--- config.mk ---
export PLATFORM = sky130hd
export DESIGN_NAME = flow_mult_rs
export DESIGN_NICKNAME = d
export VERILOG_FILES = /design/src/rtl/flow_math_pkg.sv /design/src/rtl/flow_mult_rs_round_sat.sv /design/src/rtl/flow_mult_rs.sv
export SDC_FILE = /design/constraint.sdc
export NUM_CORES = 1
export LEC_CHECK = 0
export BUFFER_PORTS_ARGS = -buffer_cell sky130_fd_sc_hd__buf_2
export CORE_MARGIN = 10
export CORE_UTILIZATION = 58
export CTS_CLUSTER_DIAMETER = 200
export DETAILED_ROUTE_END_ITERATION = 6
export GPL_ROUTABILITY_DRIVEN = 1
export MAX_ROUTING_LAYER = met4
export PLACE_DENSITY_LB_ADDON = 0.2
export SLEW_MARGIN = 20
export SYNTH_ARGS = -nofsm -noshare
export SYNTH_HDL_FRONTEND = slang
export SYNTH_HIERARCHICAL = 1
export SYNTH_SLANG_ARGS = --single-unit
--- constraint.sdc ---
create_clock -name clk -period 5.9 [get_ports clk]
set_input_delay 1.18 -clock clk [delete_from_list [all_inputs] [get_ports clk]]
set_output_delay 1.18 -clock clk [all_outputs]
set_load 0.02 [all_outputs]
--- src/rtl/flow_math_pkg.sv ---
// flow_math_pkg - shared types and helpers for the flow_math streaming path.
//   prod_w()  : exact width of a signed-sample x unsigned-coefficient product
//   cnt_w()   : width of a per-block saturated-lane counter
//   sat_s()   : clamp a wide signed value into a signed out_w-bit range
//   chk_state_t : block-framing checker states (IDLE, BLOCK)
package flow_math_pkg;

    // Widest intermediate handled by sat_s; callers sign-extend into it.
    localparam int SAT_MAX_W = 64;

    typedef enum logic {
        IDLE  = 1'b0,
        BLOCK = 1'b1
    } chk_state_t;

    function automatic int prod_w(input int data_w, input int mult_w);
        return data_w + mult_w + 1;
    endfunction

    function automatic int cnt_w(input int n, input int blk_len);
        return $clog2(n * blk_len + 1);
    endfunction

    function automatic logic signed [SAT_MAX_W-1:0] sat_s(
        input logic signed [SAT_MAX_W-1:0] value,
        input int                          out_w
    );
        logic signed [SAT_MAX_W-1:0] hi;
        logic signed [SAT_MAX_W-1:0] lo;
        hi = (64'sd1 <<< (out_w - 1)) - 64'sd1;
        lo = -hi - 64'sd1;
        if (value > hi) begin
            return hi;
        end else if (value < lo) begin
            return lo;
        end
        return value;
    endfunction

endpackage

--- src/rtl/flow_mult_rs_round_sat.sv ---
// flow_round_sat - one lane of round-half-up right shift followed by signed
// saturation. Purely combinational.
//   prod  : signed product, PW bits
//   shift : right-shift amount (0 = pass through)
//   res   : signed OUT_W-bit result
//   sat   : 1 when res was clamped
module flow_round_sat
    import flow_math_pkg::*;
#(
    parameter int PW      = 27,
    parameter int SHIFT_W = 4,
    parameter int OUT_W   = 16
) (
    input  logic signed [PW-1:0]    prod,
    input  logic        [SHIFT_W-1:0] shift,
    output logic signed [OUT_W-1:0] res,
    output logic                    sat
);

    // One guard bit so adding the rounding half can never wrap.
    logic signed [PW:0]          prod_ext;
    logic signed [PW:0]          half;
    logic signed [PW:0]          sum;
    logic signed [PW:0]          shifted;
    logic signed [SAT_MAX_W-1:0] wide;
    logic signed [SAT_MAX_W-1:0] clamped;

    always_comb begin
        prod_ext = {prod[PW-1], prod};
        // With shift=0 the half term is zero, so the same path yields r=p.
        half     = (shift == '0) ? '0 : ((PW+1)'(1) << (shift - 1'b1));
        sum      = prod_ext + half;
        shifted  = sum >>> shift;
        wide     = {{(SAT_MAX_W-PW-1){shifted[PW]}}, shifted};
        clamped  = sat_s(wide, OUT_W);
        res      = OUT_W'(clamped);
        sat      = (clamped != wide);
    end

endmodule

--- src/rtl/flow_mult_rs.sv ---
// flow_mult_rs - N-lane streaming multiplier: signed sample x unsigned
// coefficient, per-beat rounding right shift, signed saturation to OUT_W.
// Latency is PIPE enabled clocks; en=0 freezes every register.
// Optional feature macro: FLOW_MULT_SAT_CNT_EN (per-block saturation count).
// Ports:
//   clk, rst (sync, active high), en (global stall)
//   in_valid, in_data[N*DATA_W], in_mult[N*MULT_W], in_shift, in_sob/eob/sof
//   out_valid, out_data[N*OUT_W], out_sob/eob/sof, out_sat[N]
//   out_sat_cnt : saturated lanes in the block, valid with out_eob
//   out_err     : sticky framing error from the entry-side checker
module flow_mult_rs
    import flow_math_pkg::*;
#(
    parameter int N       = 2,
    parameter int DATA_W  = 16,
    parameter int MULT_W  = 10,
    parameter int SHIFT_W = 4,
    parameter int OUT_W   = 16,
    parameter int PIPE    = 4,
    parameter int BLK_LEN = 32
) (
    input  logic                       clk,
    input  logic                       rst,
    input  logic                       en,
    input  logic                       in_valid,
    input  logic [N*DATA_W-1:0]        in_data,
    input  logic [N*MULT_W-1:0]        in_mult,
    input  logic [SHIFT_W-1:0]         in_shift,
    input  logic                       in_sob,
    input  logic                       in_eob,
    input  logic                       in_sof,
    output logic                       out_valid,
    output logic [N*OUT_W-1:0]         out_data,
    output logic                       out_sob,
    output logic                       out_eob,
    output logic                       out_sof,
    output logic [N-1:0]               out_sat,
    output logic [cnt_w(N,BLK_LEN)-1:0] out_sat_cnt,
    output logic                       out_err
);

    localparam int PW   = prod_w(DATA_W, MULT_W);
    localparam int CW   = cnt_w(N, BLK_LEN);
    localparam int BCW  = $clog2(BLK_LEN + 1);
    localparam int ST   = PIPE - 1;   // product-carrying stages before the output stage
    localparam logic [BCW-1:0] LAST = BCW'(BLK_LEN - 1);

    // ---------------- entry multiply ----------------
    logic signed [PW-1:0] op_d;
    logic signed [PW-1:0] op_m;
    logic signed [PW-1:0] prod_entry [N];

    always_comb begin
        op_d = '0;
        op_m = '0;
        for (int i = 0; i < N; i++) begin
            op_d = {{(PW-DATA_W){in_data[i*DATA_W+DATA_W-1]}}, in_data[i*DATA_W +: DATA_W]};
            op_m = {{(PW-MULT_W){1'b0}}, in_mult[i*MULT_W +: MULT_W]};
            prod_entry[i] = op_d * op_m;
        end
    end

    // ---------------- pipeline ----------------
    logic [ST-1:0]        vld_pipe_reg;
    logic [2:0]           side_pipe_reg  [ST];   // {sof, eob, sob}, already valid-qualified
    logic [SHIFT_W-1:0]   shift_pipe_reg [ST];
    logic signed [PW-1:0] prod_pipe_reg  [ST][N];

    logic signed [OUT_W-1:0] rs_res [N];
    logic [N-1:0]            rs_sat;

    logic               out_valid_reg;
    logic [N*OUT_W-1:0] out_data_reg;
    logic [2:0]         out_side_reg;
    logic [N-1:0]       out_sat_reg;

    genvar gi;
    generate
        for (gi = 0; gi < N; gi++) begin : g_lane
            flow_round_sat #(
                .PW      (PW),
                .SHIFT_W (SHIFT_W),
                .OUT_W   (OUT_W)
            ) u_round_sat (
                .prod  (prod_pipe_reg[ST-1][gi]),
                .shift (shift_pipe_reg[ST-1]),
                .res   (rs_res[gi]),
                .sat   (rs_sat[gi])
            );
        end
    endgenerate

    always_ff @(posedge clk) begin
        if (rst) begin
            vld_pipe_reg  <= '0;
            for (int s = 0; s < ST; s++) begin
                side_pipe_reg[s]  <= '0;
                shift_pipe_reg[s] <= '0;
                for (int i = 0; i < N; i++) begin
                    prod_pipe_reg[s][i] <= '0;
                end
            end
            out_valid_reg <= 1'b0;
            out_data_reg  <= '0;
            out_side_reg  <= '0;
            out_sat_reg   <= '0;
        end else if (en) begin
            vld_pipe_reg[0]   <= in_valid;
            side_pipe_reg[0]  <= {in_sof, in_eob, in_sob} & {3{in_valid}};
            shift_pipe_reg[0] <= in_shift;
            for (int i = 0; i < N; i++) begin
                prod_pipe_reg[0][i] <= prod_entry[i];
            end
            for (int s = 1; s < ST; s++) begin
                vld_pipe_reg[s]   <= vld_pipe_reg[s-1];
                side_pipe_reg[s]  <= side_pipe_reg[s-1];
                shift_pipe_reg[s] <= shift_pipe_reg[s-1];
                for (int i = 0; i < N; i++) begin
                    prod_pipe_reg[s][i] <= prod_pipe_reg[s-1][i];
                end
            end
            out_valid_reg <= vld_pipe_reg[ST-1];
            out_side_reg  <= side_pipe_reg[ST-1];
            out_sat_reg   <= rs_sat & {N{vld_pipe_reg[ST-1]}};
            for (int i = 0; i < N; i++) begin
                out_data_reg[i*OUT_W +: OUT_W] <= rs_res[i];
            end
        end
    end

    assign out_valid = out_valid_reg;
    assign out_data  = out_data_reg;
    assign out_sob   = out_side_reg[0];
    assign out_eob   = out_side_reg[1];
    assign out_sof   = out_side_reg[2];
    assign out_sat   = out_sat_reg;

    // ---------------- framing checker (entry side) ----------------
    chk_state_t     state_reg, state_next;
    logic [BCW-1:0] bc_reg, bc_next;
    logic           err_reg, err_next;

    always_ff @(posedge clk) begin
        if (rst) begin
            state_reg <= IDLE;
            bc_reg    <= '0;
            err_reg   <= 1'b0;
        end else begin
            state_reg <= state_next;
            bc_reg    <= bc_next;
            err_reg   <= err_next;
        end
    end

    always_comb begin
        state_next = state_reg;
        bc_next    = bc_reg;
        err_next   = err_reg;
        if (en && in_valid) begin
            if (in_sof && !in_sob) begin
                err_next = 1'b1;
            end
            case (state_reg)
                IDLE: begin
                    if (in_sob) begin
                        if (in_eob) begin
                            // A single-beat block only makes sense when BLK_LEN=1.
                            state_next = IDLE;
                            bc_next    = '0;
                            if (BLK_LEN != 1) begin
                                err_next = 1'b1;
                            end
                        end else begin
                            state_next = BLOCK;
                            bc_next    = BCW'(1);
                        end
                    end else begin
                        err_next = 1'b1;
                    end
                end
                BLOCK: begin
                    if (in_sob) begin
                        // Unexpected sob: flag it and treat it as a fresh block start.
                        err_next = 1'b1;
                        bc_next  = BCW'(1);
                    end else if (in_eob) begin
                        if (bc_reg != LAST) begin
                            err_next = 1'b1;
                        end
                        state_next = IDLE;
                        bc_next    = '0;
                    end else if (bc_reg >= LAST) begin
                        err_next   = 1'b1;
                        state_next = IDLE;
                        bc_next    = '0;
                    end else begin
                        bc_next = bc_reg + 1'b1;
                    end
                end
                default: begin
                    state_next = IDLE;
                    bc_next    = '0;
                end
            endcase
        end
    end

    assign out_err = err_reg;

    // ---------------- per-block saturation count ----------------
`ifdef FLOW_MULT_SAT_CNT_EN
    logic [CW-1:0] acc_reg;
    logic [CW-1:0] cnt_reg;
    logic [CW-1:0] pop;

    // Counted from the beat about to enter the output stage so the total is
    // ready in the same cycle that out_eob appears.
    always_comb begin
        pop = '0;
        for (int i = 0; i < N; i++) begin
            pop = pop + CW'(rs_sat[i]);
        end
    end

    always_ff @(posedge clk) begin
        if (rst) begin
            acc_reg <= '0;
            cnt_reg <= '0;
        end else if (en && vld_pipe_reg[ST-1]) begin
            if (side_pipe_reg[ST-1][0]) begin
                acc_reg <= pop;
                if (side_pipe_reg[ST-1][1]) begin
                    cnt_reg <= pop;
                end
            end else begin
                acc_reg <= acc_reg + pop;
                if (side_pipe_reg[ST-1][1]) begin
                    cnt_reg <= acc_reg + pop;
                end
            end
        end
    end

    assign out_sat_cnt = cnt_reg;
`else
    assign out_sat_cnt = '0;
`endif

endmodule

# Word-level counts from Yosys, hierarchy flattened
# Memories as Yosys holds them, arrays and structs flattened. A register that Yosys moved wholly into a read port is not among the register bits.
# Index checks and enable logic that the tools add are counted.
# Widths: inputs -> output; s select.
word_totals:
  reg_bits: 46
  wordCells: 96
  out_inout_bits: 46
  mem_count: 3
  ramBits: 183
memory_table:
  columns: ["name", "depth", "width", "rd", "rd_clocked_by_memory_dff", "write_ports", "line_no", "rtl"]
  rows:
  - ["prod_pipe_reg", 3, 54, 3, 0, 3, "flow_mult_rs.sv:67", "logic signed [PW-1:0] prod_pipe_reg [ST][N];"]
  - ["shift_pipe_reg", 3, 4, 3, 0, 3, "flow_mult_rs.sv:66", "logic [SHIFT_W-1:0] shift_pipe_reg [ST];"]
  - ["side_pipe_reg", 3, 3, 3, 1, 3, "flow_mult_rs.sv:65", "logic [2:0] side_pipe_reg [ST];"]
op_classes:
  multipliers: 2
  shift: 3
  mux: 48
  n_eq_ne: 4
  n_addsub: 4
  n_bitwise: 15
  order_cmp: 5
  reduce_logical: 5
op_table:
  columns: ["op", "n"]
  rows:
  - ["$mux 64", 6]
  - ["$mux 27", 6]
  - ["$ne 64x28->1", 2]
  - ["$add 27x28->28", 2]
  - ["$gt 28x16->1 const B", 2]
  - ["$lt 28x16->1 const B", 2]
  - ["$sshr 28x4->28", 2]
  - ["$mul 16x11->27", 2]
  - ["$mux 28", 1]
  - ["$shl 1x4->28 const A", 1]
  - ["$mux 6", 4]
  - ["$mux 1", 22]
  - ["$mux 4", 3]
  - ["$or 1x1->1", 12]
  - ["$pmux 6 s2", 1]
  - ["$mux 3", 3]
  - ["$add 6x1->6 const B", 1]
  - ["$ge 6x5->1 const B", 1]
  - ["$ne 6x5->1 const B", 1]
  - ["$logic_not 4->1", 1]
  - ["$pmux 1 s2", 2]
  - ["$sub 4x1->4 const B", 1]
  - ["$and 3x3->3", 1]
  - ["$and 2x2->2", 1]
  - ["other kinds (5)", 6]

# Depth between registers and ports, before layout
# Gate-level depths: netlist of run 1.
# An unclocked memory read counts as a cell.
depth:
  ltp_word: 12
  mapped_depth: 24
  mapped_depth_nobuf: 19

# Cells and area by module
# The synthesis of run 1 kept the hierarchy.
modules_own_cells:
  columns: ["mod", "area_each_um2", "cells_each", "n_inst", "seq_area_each_um2"]
  rows:
  - ["flow_mult_rs", 20825.0, 2030, 1, 6476.2]
  - ["flow_round_sat (g_lane[0].u_round_sat)", 3233.1, 454, 1, 0.0]
  - ["flow_round_sat (g_lane[1].u_round_sat)", 3109.2, 450, 1, 0.0]

# Worst setup path before layout of run 1
# No wires, ideal clock.
synth_timing:
  path_type: "input to register"
  from: "input port in_data[19]"
  to: "memory prod_pipe_reg[0][16] (netlist bit) (data pin)"
  path_buffers: 1
  slack_ns: -0.186
  required_ns: 5.633
  arrival_time_ns: 5.819
  setup_time_ns: 0.267
  path_stages: 19
  cell_sequence: "clkbuf_1 -> and2_1 -> fa_1 -> inv_1 -> fa_1 -> inv_1 -> fa_1 -> fa_1 -> inv_1 -> fa_1 -> inv_1 -> ha_1 -> nand3_1 -> or4_1 -> nand2_1 -> o211ai_1 -> a21boi_1 -> o21a_1 -> nor3_2"
synth_lines:
  columns: ["element", "line_no", "rtl"]
  rows:
  - ["start: declaration", "flow_mult_rs.sv:26", "input logic [N*DATA_W-1:0] in_data,"]
  - ["end: declaration", "flow_mult_rs.sv:67", null]

==> reports/summary.log, run 1 <==
INFO  worst_setup_path worst-setup-path-type=in2reg
INFO  cells_and_area final_cells=3757
INFO  worst_setup_path startpoint=in_mult[6]
INFO  cells_and_area sequential_cell_area=6480squm
INFO  floorplan      placement_rows=79
INFO  timing         final_max_slew_viol_count=0
INFO  placed_design  numPortBuffers=101
INFO  worst_setup_path crit_fanout=15
INFO  floorplan      die_height=236microns
INFO  timing         final-setup-viol-count=0
INFO  run_status     run_status=completed
INFO  grt            grt_max_degree=101
INFO  drt            route.detailed.drc=0
INFO  yosys          synth_seq_cells=232
INFO  clock_network  h-tree-depth=1
INFO  cells_and_area nNetsFinal=3643
INFO  timing         final.setup.tns=0ns
INFO  grt            global_route.usage.total=22.2%
INFO  grt            grt_pass1_wl=103000microns
INFO  drt            dr.first_iter.drc_count=1255
INFO  worst_setup_path worstPathRequired=6.13ns
INFO  floorplan      design.core.area=46500squm
INFO  power          power.density_cell_area=419nW/um^2
INFO  yosys          synth_edf_count=183
INFO  cells_and_area flow.area_growth_from_synthesis=11.7%
INFO  grt            first_global_vias=21100
INFO  worst_setup_path worst_r2r_startpoint=shift_pipe_reg[0][11]
INFO  clock_network  postCtsSetupRepairBufs=0
INFO  placed_design  gp_routability_congestion=0.960
INFO  timing         max_slew.worst_pin.slew=0.985ns
INFO  timing         report.final.hold_viol_count=0
INFO  cells_and_area drive_above_1_share=15.4%
INFO  floorplan      floorplan.die_area=55900squm
INFO  cells_and_area multi_input_gate_area=18600squm
INFO  clock_network  tritoncts_buffers=23
INFO  grt            antenna_violations_before_repair=3
INFO  yosys          combined_area_of_all_synthesized_cells=27200squm
INFO  floorplan      die_w=236microns
INFO  clock_network  cts-root-buf=clkbuf_16
INFO  clock_network  insertion_delay=0.53ns
INFO  clock_network  post_cts_resize_count=0
INFO  cells_and_area largest_register_ff_count=162
INFO  clock_network  cts_hold_buf=0
INFO  timing         layout_min_cycle_time=5.68ns
INFO  drt            drt.antenna.violating_nets=0
INFO  placed_design  dpl.cell_count=3714
INFO  yosys          ys_async_sr_fraction=0%
INFO  drt            dr_total_vias=20600
INFO  worst_setup_path cp-end-kind=register
INFO  drt            routed_wl=60800microns
INFO  timing         unrepaired_setup_endpoints_after_global_routing=no
INFO  power          power.ir.vdd_worst=0.325mV
INFO  worst_hold_path hold_crit_start=out_sat[1]
INFO  worst_setup_path worstSetupStartpointType=input pin
INFO  clock_network  cts_tree=yes
INFO  run            max_cap_viol_count=0
INFO  yosys          syn-instance-count=2934
INFO  yosys          yosys.cell_types.count=114
INFO  timing         post-route-period-util=96.3%
INFO  grt            overflow=0
INFO  drt            drt-vias-per-instance=5.47
INFO  drt            detail_route.wl_per_cell=16.2microns
INFO  worst_hold_path min_path_type=reg2reg
INFO  power          power.leakage=14.2nW
INFO  cells_and_area layout.filler_cells=3834
INFO  clock_network  maximum_clock_insertion_buffer_count=3
INFO  worst_setup_path cp_data_arrival_time=5.91ns
INFO  placed_design  place_hpwl=50200microns
INFO  timing         worst_hold_slack=0.490ns
INFO  drt            drt_pre_antenna_iters=7
INFO  timing         fmax=176MHz
INFO  floorplan      io_pins=109
INFO  timing         final.setup_skew=0.0125ns
INFO  clock_network  clkTransAtPathRegs=0.06ns
INFO  yosys          yosys_warnings=6
INFO  timing         max-slew-margin-rel=34.3%
INFO  yosys          dominantRegCellSynth=edfxtp_1
INFO  floorplan      initial_core_util=58.5%
INFO  yosys          ys_seq_area_share=23.8%
INFO  yosys          postSynthAreaPerCell=9.26squm
INFO  clock_network  tritoncts_num_sinks=232
cells in the mapped netlist, types with 11 or more instances:
library cell  count  area share, %
inv_1           420            5.8
nand2_1         307            4.2
fa_1            292             22
and2_1          290            6.7
nor2_1          189            2.6
edfxtp_1        183             20
ha_1            155            7.1
a21oi_1         104            1.9
clkbuf_1         98            1.4
mux2i_1          89            3.3
o21ai_0          82            1.5
dfxtp_1          49            3.6
xnor2_1          47            1.5
xor2_1           39            1.3
nand3_1          38           0.70
nor3_1           36           0.66
a211oi_1         29           0.80
a21o_1           27           0.75
nand4_1          24           0.55
o21a_1           24           0.66
buf_1            22           0.30
mux2_2           22           0.91
o21ai_2          22           0.71
o211ai_1         21           0.58
nand2b_1         19           0.44
and3_1           14           0.32
buf_2            14           0.26
mux4_2           14            1.2
o21ai_1          12           0.22
a31oi_1          11           0.25
critical path, cell delays in order:
cell and delay, ns:
clkbuf_4 0.19, and2_1 0.18, fa_1 0.50, inv_1 0.05, fa_1 0.48, inv_1 0.06, fa_1 0.45, fa_1 0.51
inv_1 0.05, fa_1 0.53, inv_1 0.04, ha_1 0.34, a21o_1 0.21, a221oi_2 0.32, o21a_1 0.16, o211ai_1 0.16
o21a_1 0.26, nor3_1 0.14, nor3_1 0.07
metrics by stage:
| step | total power [mW] | util, % | instance area, sq um | worst slack (ns) |
|---|---|---|---|---|
| 5_1_grt | 14.1 | 65.3 | 30300 | 0.00344 |
| 6_report | 12.7 | 65.3 | 30300 | 0.218 |
| 3_5_place_dp | 11.3 | 63.7 | 29600 | -0.361 |
| 2_1_floorplan | 8.43 | - | 27300 | -0.0261 |
| 3_3_place_gp | 11.0 | 63.7 | 29600 | -0.272 |
| 4_1_cts | 12.8 | 65.2 | 30300 | 0.184 |
where the power goes:
| group | switching, mW | total, mW | leakage, nW | internal [mW] |
|---|---|---|---|---|
| Sequential | 0.0806 | 2.20 | 2.41 | 2.12 |
| Clock | 0.618 | 1.39 | 0.335 | 0.771 |
| Combinational | 4.75 | 9.12 | 11.5 | 4.38 |
| Total | 5.45 | 12.7 | 14.2 | 7.26 |
metal layers:
layer	up-vias	share of wire [%]	global-route usage, %
met1	9905	48	30.4
met5	-	0	-
met3	72	4.4	2.34
li1	10100	-	-
met4	0	1.7	4.65
met2	470	46	35.4
placed cells by master (no fill, tap or decap), types with 12 or more instances in the layout:
master     instances
a211oi_1          29
a21o_1            27
a21oi_1          100
and2_1           288
and3_1            14
buf_2             97
buf_4            207
clkbuf_16         23
dfxtp_1           49
edfxtp_1         183
fa_1             290
ha_1             151
inv_1            420
mux2_2            22
mux2i_1           89
mux4_2            14
nand2_1          306
nand2b_1          18
nand3_1           38
nand4_1           24
nor2_1           189
nor3_1            36
o211ai_1          21
o21a_1            24
o21ai_0           82
o21ai_1           12
o21ai_2           22
xnor2_1           47
xor2_1            39
kinds of logic (layout without fill, tap and decap cells):
logic type / count (synthesis) / count (layout) / synth area share, %
other: 3 / 11 / 0.0414
AO/OA/AOI/OAI: 468 / 468 / 12.4
buffers and inverters: 571 / 779 / 8.20
adder cells (fa/ha/maj): 447 / 447 / 28.7
AND/OR/NAND/NOR: 1000 / 1000 / 18.6
flip-flops: 232 / 232 / 23.8
multiplexers: 126 / 126 / 5.41
XOR/XNOR: 87 / 87 / 2.83
layout make-up:
type                       instances  area share (%)
multi-input combinational       2137            61.2
sequential                       232            21.4
timing repair buffer             316            7.35
inverter                         423            5.23
tap                              607            2.50
clock buffer                      30            1.98
clock inverter                    10           0.318
antenna                            2          0.0165
worst paths after layout:
check                    endpoint  slack [ns]  cells past startpoint
max          prod_pipe_reg[0][51]        0.22                     19
min                    out_sat[1]        0.49                      2
max reg2reg          out_data[28]        0.51                     16
min reg2reg            out_sat[1]        0.49                      2
No activity file was read; power rests on OpenSTA's default activity.
==> run 2: changes to the inputs <==
--- a/config.mk
+++ b/config.mk
@@ -5,9 +5,10 @@
 export SDC_FILE = /design/constraint.sdc
 export NUM_CORES = 1
 export LEC_CHECK = 0
+export ABC_AREA = 1
 export BUFFER_PORTS_ARGS = -buffer_cell sky130_fd_sc_hd__buf_2
 export CORE_MARGIN = 10
-export CORE_UTILIZATION = 58
+export CORE_UTILIZATION = 59
 export CTS_CLUSTER_DIAMETER = 200
 export DETAILED_ROUTE_END_ITERATION = 6
 export GPL_ROUTABILITY_DRIVEN = 1
==> run 2 against run 1 <==
Effect of this change:
- sequential power about the same
- final cell count up 29%
- via count is 18% higher
- count of clock-buffer cells in the layout up 1
- combinational power is 2% lower
- setup slack better by 0.24 ns
- clock power up 3%
- routed wire length is 3.0% higher
- synthesized cell count increased by 41%
- first-iteration DRC count is 19% higher
- critical endpoint is now prod_pipe_reg[0][52]
==> reports/summary.log, run 2 <==
INFO  run_status     run_status=completed
INFO  drt            detail_route.wl_per_cell=12.9microns
INFO  yosys          synth_largest_type_area_fraction=20.2%
INFO  run            max_cap_viol_count=0
INFO  cells_and_area layout_commonest_cell=nand2_1
INFO  cells_and_area sequential_cell_area=6480squm
INFO  grt            grt_max_degree=79
INFO  worst_hold_path min_path_type=reg2reg
INFO  worst_setup_path worst-setup-path-type=in2reg
INFO  floorplan      die_height=242microns
INFO  worst_setup_path critical_path.max_stage_delay=0.63ns
INFO  power          share_seq_of_total_power=17.4%
INFO  grt            first_global_vias=23900
INFO  grt            global_route.usage.total=22.6%
INFO  power          net-switching-power=6.29mW
INFO  timing         final_max_slew_viol_count=0
INFO  worst_setup_path r2r-end=out_sat[0]
INFO  floorplan      design.core.area=48700squm
INFO  drt            drt.antenna.violating_nets=0
INFO  placed_design  dpl_cell_area=30100squm
INFO  worst_setup_path worstSetupStartpointType=input pin
INFO  cells_and_area final_area=30900squm
INFO  timing         layout_min_cycle_time=5.44ns
INFO  cells_and_area drive_above_1_share=8.48%
INFO  cells_and_area postLayoutCoreUtil=63.3%
INFO  yosys          combined_area_of_all_synthesized_cells=29000squm
INFO  worst_setup_path timing.critical_path.max_delay_family=adder cells
INFO  placed_design  place_hpwl=52000microns
INFO  clock_network  cts_tree=yes
INFO  power          power.leakage=17.2nW
INFO  grt            antenna_violations_before_repair=0
INFO  placed_design  dpl.cell_count=4808
INFO  timing         final-setup-viol-count=0
INFO  yosys          ys_async_sr_fraction=0%
INFO  timing         final.setup_skew=0.00827ns
INFO  drt            drt_pre_antenna_iters=5
INFO  cells_and_area final_cell_mix=nand2_1, inv_1, nor2_1, nand3_1, fa_1
INFO  clock_network  maximum_clock_insertion_buffer_count=3
INFO  yosys          syn-instance-count=4126
INFO  yosys          synth_seq_cells=232
INFO  worst_setup_path worst-r2r-cell-count=26
INFO  floorplan      io_pins=109
INFO  timing         worst_hold_slack=0.446ns
INFO  worst_setup_path worstPathBufferInverterCount=6
INFO  yosys          yosysTopAreaCell=fa_1
INFO  floorplan      floorplan.die_area=58300squm
INFO  cells_and_area nNetsFinal=4679
INFO  worst_setup_path r2r_slack=1.42ns
INFO  worst_hold_path hold_crit_start=side_pipe_reg[2][2]
INFO  floorplan      initial_core_util=59.4%
INFO  drt            route.detailed.drc=0
INFO  worst_setup_path cp_data_arrival_time=5.72ns
INFO  yosys          yosys_warnings=6
INFO  clock_network  h-tree-depth=1
INFO  worst_setup_path worstPathRequired=6.18ns
INFO  worst_setup_path worst_r2r_startpoint=shift_pipe_reg[0][8]
INFO  worst_setup_path cp-end-kind=register
INFO  clock_network  cts-root-buf=clkbuf_16
INFO  timing         report.final.hold_viol_count=0
INFO  cells_and_area flow.area_growth_from_synthesis=6.64%
INFO  yosys          dominantRegCellSynth=edfxtp_1
INFO  power          netSwitchingFraction=50.2%
INFO  cells_and_area antenna_cells_inserted=0
INFO  placed_design  numPortBuffers=101
INFO  cells_and_area final_cells=4850
INFO  worst_setup_path cp_cell_sequence=buf_2, nand2_1, inv_1, fa_1, inv_1, fa_1, inv_1, fa_1, fa_1, inv_1, fa_1, inv_1, ha_1, a21oi_1, o21ai_0, a21oi_1, nand4_1, nand2_1, nor2_1
INFO  drt            dr.first_iter.drc_count=1499
INFO  worst_hold_path min_delay_worst_endpoint=out_side_reg[2]
INFO  clock_network  insertion_delay=0.53ns
INFO  timing         post-route-period-util=92.3%
INFO  worst_setup_path critical-path-slowest-cell=fa_1
INFO  power          total_power=12.5mW
INFO  clock_network  tritoncts_num_sinks=232
INFO  clock_network  tritoncts_buffers=23
INFO  yosys          synth_edf_count=183
INFO  grt            grt_pass1_wl=112000microns
INFO  placed_design  gp_routability_congestion=0.956
INFO  worst_hold_path timing.hold.worst_path_depth=2
INFO  power          power.density_cell_area=406nW/um^2
INFO  timing         max-slew-margin-rel=38.6%
INFO  drt            routed_wl=62600microns
INFO  power          clkPwrFrac=11.4%
INFO  worst_setup_path crit_fanout=7
INFO  power          comb_power_share=71.2%
INFO  yosys          yosysMostFrequentCell=nand2_1
INFO  yosys          postSynthAreaPerCell=7.02squm
INFO  timing         max_slew.worst_pin.slew=0.921ns
INFO  floorplan      placement_rows=81
INFO  drt            dr_total_vias=24200
INFO  clock_network  post_cts_resize_count=0
INFO  drt            drt-vias-per-instance=4.99
INFO  yosys          yosys.cell_types.count=56
INFO  timing         fmax=184MHz
INFO  clock_network  postCtsSetupRepairBufs=0
INFO  cells_and_area layout.filler_cells=4509
INFO  timing         unrepaired_setup_endpoints_after_global_routing=no
INFO  yosys          ys_seq_area_share=22.4%
INFO  power          power.ir.vdd_worst=0.301mV
INFO  timing         final.setup.tns=0ns
INFO  timing         setup_ws=0.457ns
INFO  placed_design  post_placement_worst_setup_slack=-0.120ns
INFO  yosys          ys_top_cells_by_area=fa_1, edfxtp_1, nand2_1
INFO  floorplan      die_w=242microns
INFO  cells_and_area largest_register_ff_count=162
INFO  power          internal_power_of_the_cells=6.24mW
INFO  clock_network  cts_hold_buf=0
INFO  cells_and_area multi_input_gate_area=18100squm
INFO  grt            overflow=0
INFO  yosys          synth_top_cells_by_count=nand2_1, inv_1, nor2_1, nand3_1, fa_1
INFO  clock_network  clkTransAtPathRegs=0.07ns
[run 2: changes by cell type after synthesis, sizes merged, moves of 82 or more]
cell | before | now
mux2i | 89 | 7
nand3 | 39 | 331
nor2 | 189 | 373
and2 | 291 | 4
nand2 | 310 | 1265
inv | 421 | 985
[run 2: metal layers]
layer	routed length, microns	global-route usage (%)
met5	0	-
met4	1150	5.06
met3	2440	1.60
met2	29300	37.1
met1	29700	30.3
[run 2: worst max path at each step]
stage / start / endpoint / depth (start not counted) / slack (ns)
4_1_cts: in_mult[2] / prod_pipe_reg[0][53] / 23 / 0.46
6_report: in_mult[2] / prod_pipe_reg[0][52] / 19 / 0.46
3_5_place_dp: in_mult[2] / prod_pipe_reg[0][53] / 23 / -0.12
5_1_grt: in_mult[2] / prod_pipe_reg[0][53] / 23 / 0.13
3_3_place_gp: in_mult[2] / prod_pipe_reg[0][53] / 23 / -0.008
2_1_floorplan: en / prod_pipe_reg[0][0] / 3 / 0.006
[run 2: logic make-up after synthesis]
kind of cell	after synthesis	share of synthesized area (%)
and+or+nand+nor	2023	29.4
buffers and inverters	1145	15.2
adders and majority gates	447	26.9
AOI/OAI and AO/OA	241	4.98
DFF	232	22.4
xor gates and xnor gates	28	0.847
muxes	7	0.242
other	3	0.0389
[run 2: tightest hold or removal path: cells and delay by family (launching register included)]
family	cells	cell delay, ns
and+or+nand+nor	2	0.10
DFF	1	0.32
[run 2: cell type report]
cell class | count | share of cell area [%]
inverter | 988 | 12.0
multi-input combinational | 2755 | 58.6
tap | 664 | 2.69
timing repair buffer | 169 | 3.29
clock buffer | 31 | 2.16
clock inverter | 11 | 0.243
sequential | 232 | 21.0
[run 2: power by group through the flow]
| stage | clock (mW) | sequential [mW] | combinational, mW |
|---|---|---|---|
| after global placement | 0 | 2.21 | 8.79 |
| after detailed placement | 0 | 2.22 | 8.91 |
| after floorplan | 0 | 2.23 | 6.63 |
| final | 1.43 | 2.18 | 8.92 |
| after CTS | 1.46 | 2.19 | 8.96 |
| after global routing | 1.52 | 2.21 | 10.5 |
==> run 3: changes to the inputs <==
--- a/config.mk
+++ b/config.mk
@@ -6,11 +6,12 @@
 export NUM_CORES = 1
 export LEC_CHECK = 0
 export ABC_AREA = 1
-export BUFFER_PORTS_ARGS = -buffer_cell sky130_fd_sc_hd__buf_2
 export CORE_MARGIN = 10
-export CORE_UTILIZATION = 59
+export CORE_UTILIZATION = 61
+export CTS_BUF_LIST = sky130_fd_sc_hd__clkbuf_4 sky130_fd_sc_hd__clkbuf_8
 export CTS_CLUSTER_DIAMETER = 200
 export DETAILED_ROUTE_END_ITERATION = 6
+export DONT_BUFFER_PORTS = 1
 export GPL_ROUTABILITY_DRIVEN = 1
 export MAX_ROUTING_LAYER = met4
 export PLACE_DENSITY_LB_ADDON = 0.2
==> run 3 against run 2 <==
Effect of this change:
- clock skew is 0.039 ns higher
- register-to-register slack hardly changed
- combinational power shrank 6.3%
- maximum frequency grew 3.4%
- hold slack lost 0.0091 ns
- die area shrank 3.0%
- critical endpoint unchanged
- critical path type unchanged
- sequential power rose by 2%
- largest power group unchanged
- core utilization increased by 0.73 points
- power shrank 4.6%
- first-iteration DRC count grew 4.5%
- highest routed layer unchanged
==> reports/summary.log, run 3 (synthesis results as in run 2) <==
INFO  grt            grt_max_degree=111
INFO  drt            dr.first_iter.drc_count=1566
INFO  placed_design  dpl_cell_area=29200squm
INFO  cells_and_area layout_commonest_cell=nand2_1
INFO  timing         layout_min_cycle_time=5.26ns
INFO  floorplan      io_pins=109
INFO  drt            routed_wl=63300microns
INFO  clock_network  cts_tree=yes
INFO  placed_design  gp_routability_congestion=0.934
INFO  timing         unrepaired_setup_endpoints_after_global_routing=no
INFO  timing         max-slew-margin-rel=43.8%
INFO  drt            dr_total_vias=23600
INFO  clock_network  maximum_clock_insertion_buffer_count=3
INFO  worst_setup_path cp_data_arrival_time=5.52ns
INFO  timing         final_max_slew_viol_count=0
INFO  cells_and_area drive_above_1_share=5.64%
INFO  clock_network  post_cts_resize_count=0
INFO  cells_and_area final_area=30000squm
INFO  cells_and_area layout.filler_cells=4308
INFO  drt            route.detailed.drc=0
INFO  worst_setup_path worst-setup-path-type=in2reg
INFO  timing         report.final.hold_viol_count=0
INFO  floorplan      die_w=238microns
INFO  grt            grt_pass1_wl=111000microns
INFO  floorplan      placement_rows=79
INFO  clock_network  tritoncts_num_sinks=232
INFO  power          power.leakage=16.6nW
INFO  floorplan      floorplan.die_area=56600squm
INFO  cells_and_area largest_register_ff_count=162
INFO  power          power.ir.vdd_worst=0.245mV
INFO  cells_and_area nNetsFinal=4542
INFO  clock_network  postCtsSetupRepairBufs=0
INFO  placed_design  post_placement_worst_setup_slack=0.0710ns
INFO  cells_and_area multi_input_gate_area=18100squm
INFO  worst_setup_path cp-end-kind=register
INFO  timing         setup_ws=0.638ns
INFO  worst_setup_path worstPathRequired=6.16ns
INFO  timing         final.setup.tns=0ns
INFO  grt            overflow=0
INFO  cells_and_area sequential_cell_area=6480squm
INFO  worst_setup_path crit_fanout=10
INFO  clock_network  insertion_delay=0.57ns
INFO  cells_and_area flow.area_growth_from_synthesis=3.46%
INFO  timing         max_slew.worst_pin.slew=0.843ns
INFO  grt            antenna_violations_before_repair=1
INFO  cells_and_area final_cell_mix=nand2_1, inv_1, nor2_1, nand3_1, fa_1
INFO  grt            global_route.usage.total=23.7%
INFO  worst_setup_path r2r_slack=1.41ns
INFO  grt            first_global_vias=23300
INFO  power          power.density_cell_area=399nW/um^2
INFO  cells_and_area postLayoutCoreUtil=64.1%
INFO  timing         final.setup_skew=0.0472ns
INFO  clock_network  tritoncts_buffers=36
INFO  floorplan      initial_core_util=61.9%
INFO  drt            drt.antenna.violating_nets=0
INFO  clock_network  clkTransAtPathRegs=0.07ns
INFO  timing         post-route-period-util=89.2%
INFO  floorplan      die_height=238microns
INFO  clock_network  cts_hold_buf=0
INFO  clock_network  cts-root-buf=clkbuf_8
INFO  drt            detail_route.wl_per_cell=13.6microns
INFO  run_status     run_status=completed
INFO  run            max_cap_viol_count=0
INFO  floorplan      design.core.area=46800squm
INFO  drt            drt-vias-per-instance=5.05
INFO  timing         fmax=190MHz
INFO  timing         final-setup-viol-count=0
INFO  placed_design  place_hpwl=52100microns
INFO  clock_network  h-tree-depth=2
INFO  drt            drt_pre_antenna_iters=5
INFO  worst_hold_path min_path_type=reg2reg
INFO  worst_setup_path worstSetupStartpointType=input pin
INFO  placed_design  numPortBuffers=0
[run 3: cell count changes in the layout (fill, tap and decap cells not counted), moves of 2 or more]
cell        change
buf_2         -101
buf_4          -51
clkbuf_8       +38
clkbuf_16      -25
clkbuf_4       +11
clkbuf_1        -4
buf_12          +2
clkinv_1        +2
clkinv_4        -2
clkinvlp_4      -2
[run 3: layout make-up]
type | instances | area share [%]
multi-input cells | 2755 | 60.4
flip-flops and latches | 232 | 21.6
inverters | 988 | 12.4
well taps | 607 | 2.54
clock buffers | 51 | 2.11
repair buffers | 19 | 0.560
clock inverters | 13 | 0.351
diodes | 1 | 0.00835
[run 3: stage by stage]
stage	std cells	hold WS [ns]	power, mW
3_3_place_gp	4601	0.421	10.5
5_1_grt	4666	0.464	13.6
3_5_place_dp	4601	0.428	10.6
2_1_floorplan	4132	0.412	8.86
6_report	4666	0.437	12.0
4_1_cts	4665	0.437	12.0
[run 3: worst max-delay path, cell delays in order]
cell,delay [ns]
nand2_1,0.09
inv_1,0.09
fa_1,0.64
inv_1,0.14
fa_1,0.55
inv_1,0.05
fa_1,0.48
fa_1,0.55
inv_1,0.05
fa_1,0.52
inv_1,0.04
ha_1,0.37
a21oi_1,0.20
o21ai_0,0.14
a21oi_1,0.21
nand4_1,0.10
nand2_1,0.08
nor2_1,0.04
[run 3: worst paths after layout]
| kind | startpoint | endpoint | depth (start not counted) |
|---|---|---|---|
| max | in_data[15] | prod_pipe_reg[0][52] | 18 |
| min | side_pipe_reg[2][0] | out_side_reg[0] | 2 |
| max reg2reg | shift_pipe_reg[0][8] | out_sat[0] | 26 |
| min reg2reg | side_pipe_reg[2][0] | out_side_reg[0] | 2 |
[run 3: routing by layer]
metal | track usage [%] | vias to the layer above | share of wire [%]
li1 | - | 12200 | -
met3 | 2.95 | 84 | 5.5
met2 | 39.0 | 546 | 46
met1 | 31.0 | 10800 | 47
met4 | 5.40 | 0 | 2.0
met5 | - | - | 0
[run 3: where the power goes]
group	switching, mW	internal, mW	leakage (nW)	total, mW
Combinational	5.46	2.91	13.8	8.36
Clock	0.626	0.746	0.395	1.37
Sequential	0.120	2.10	2.42	2.22
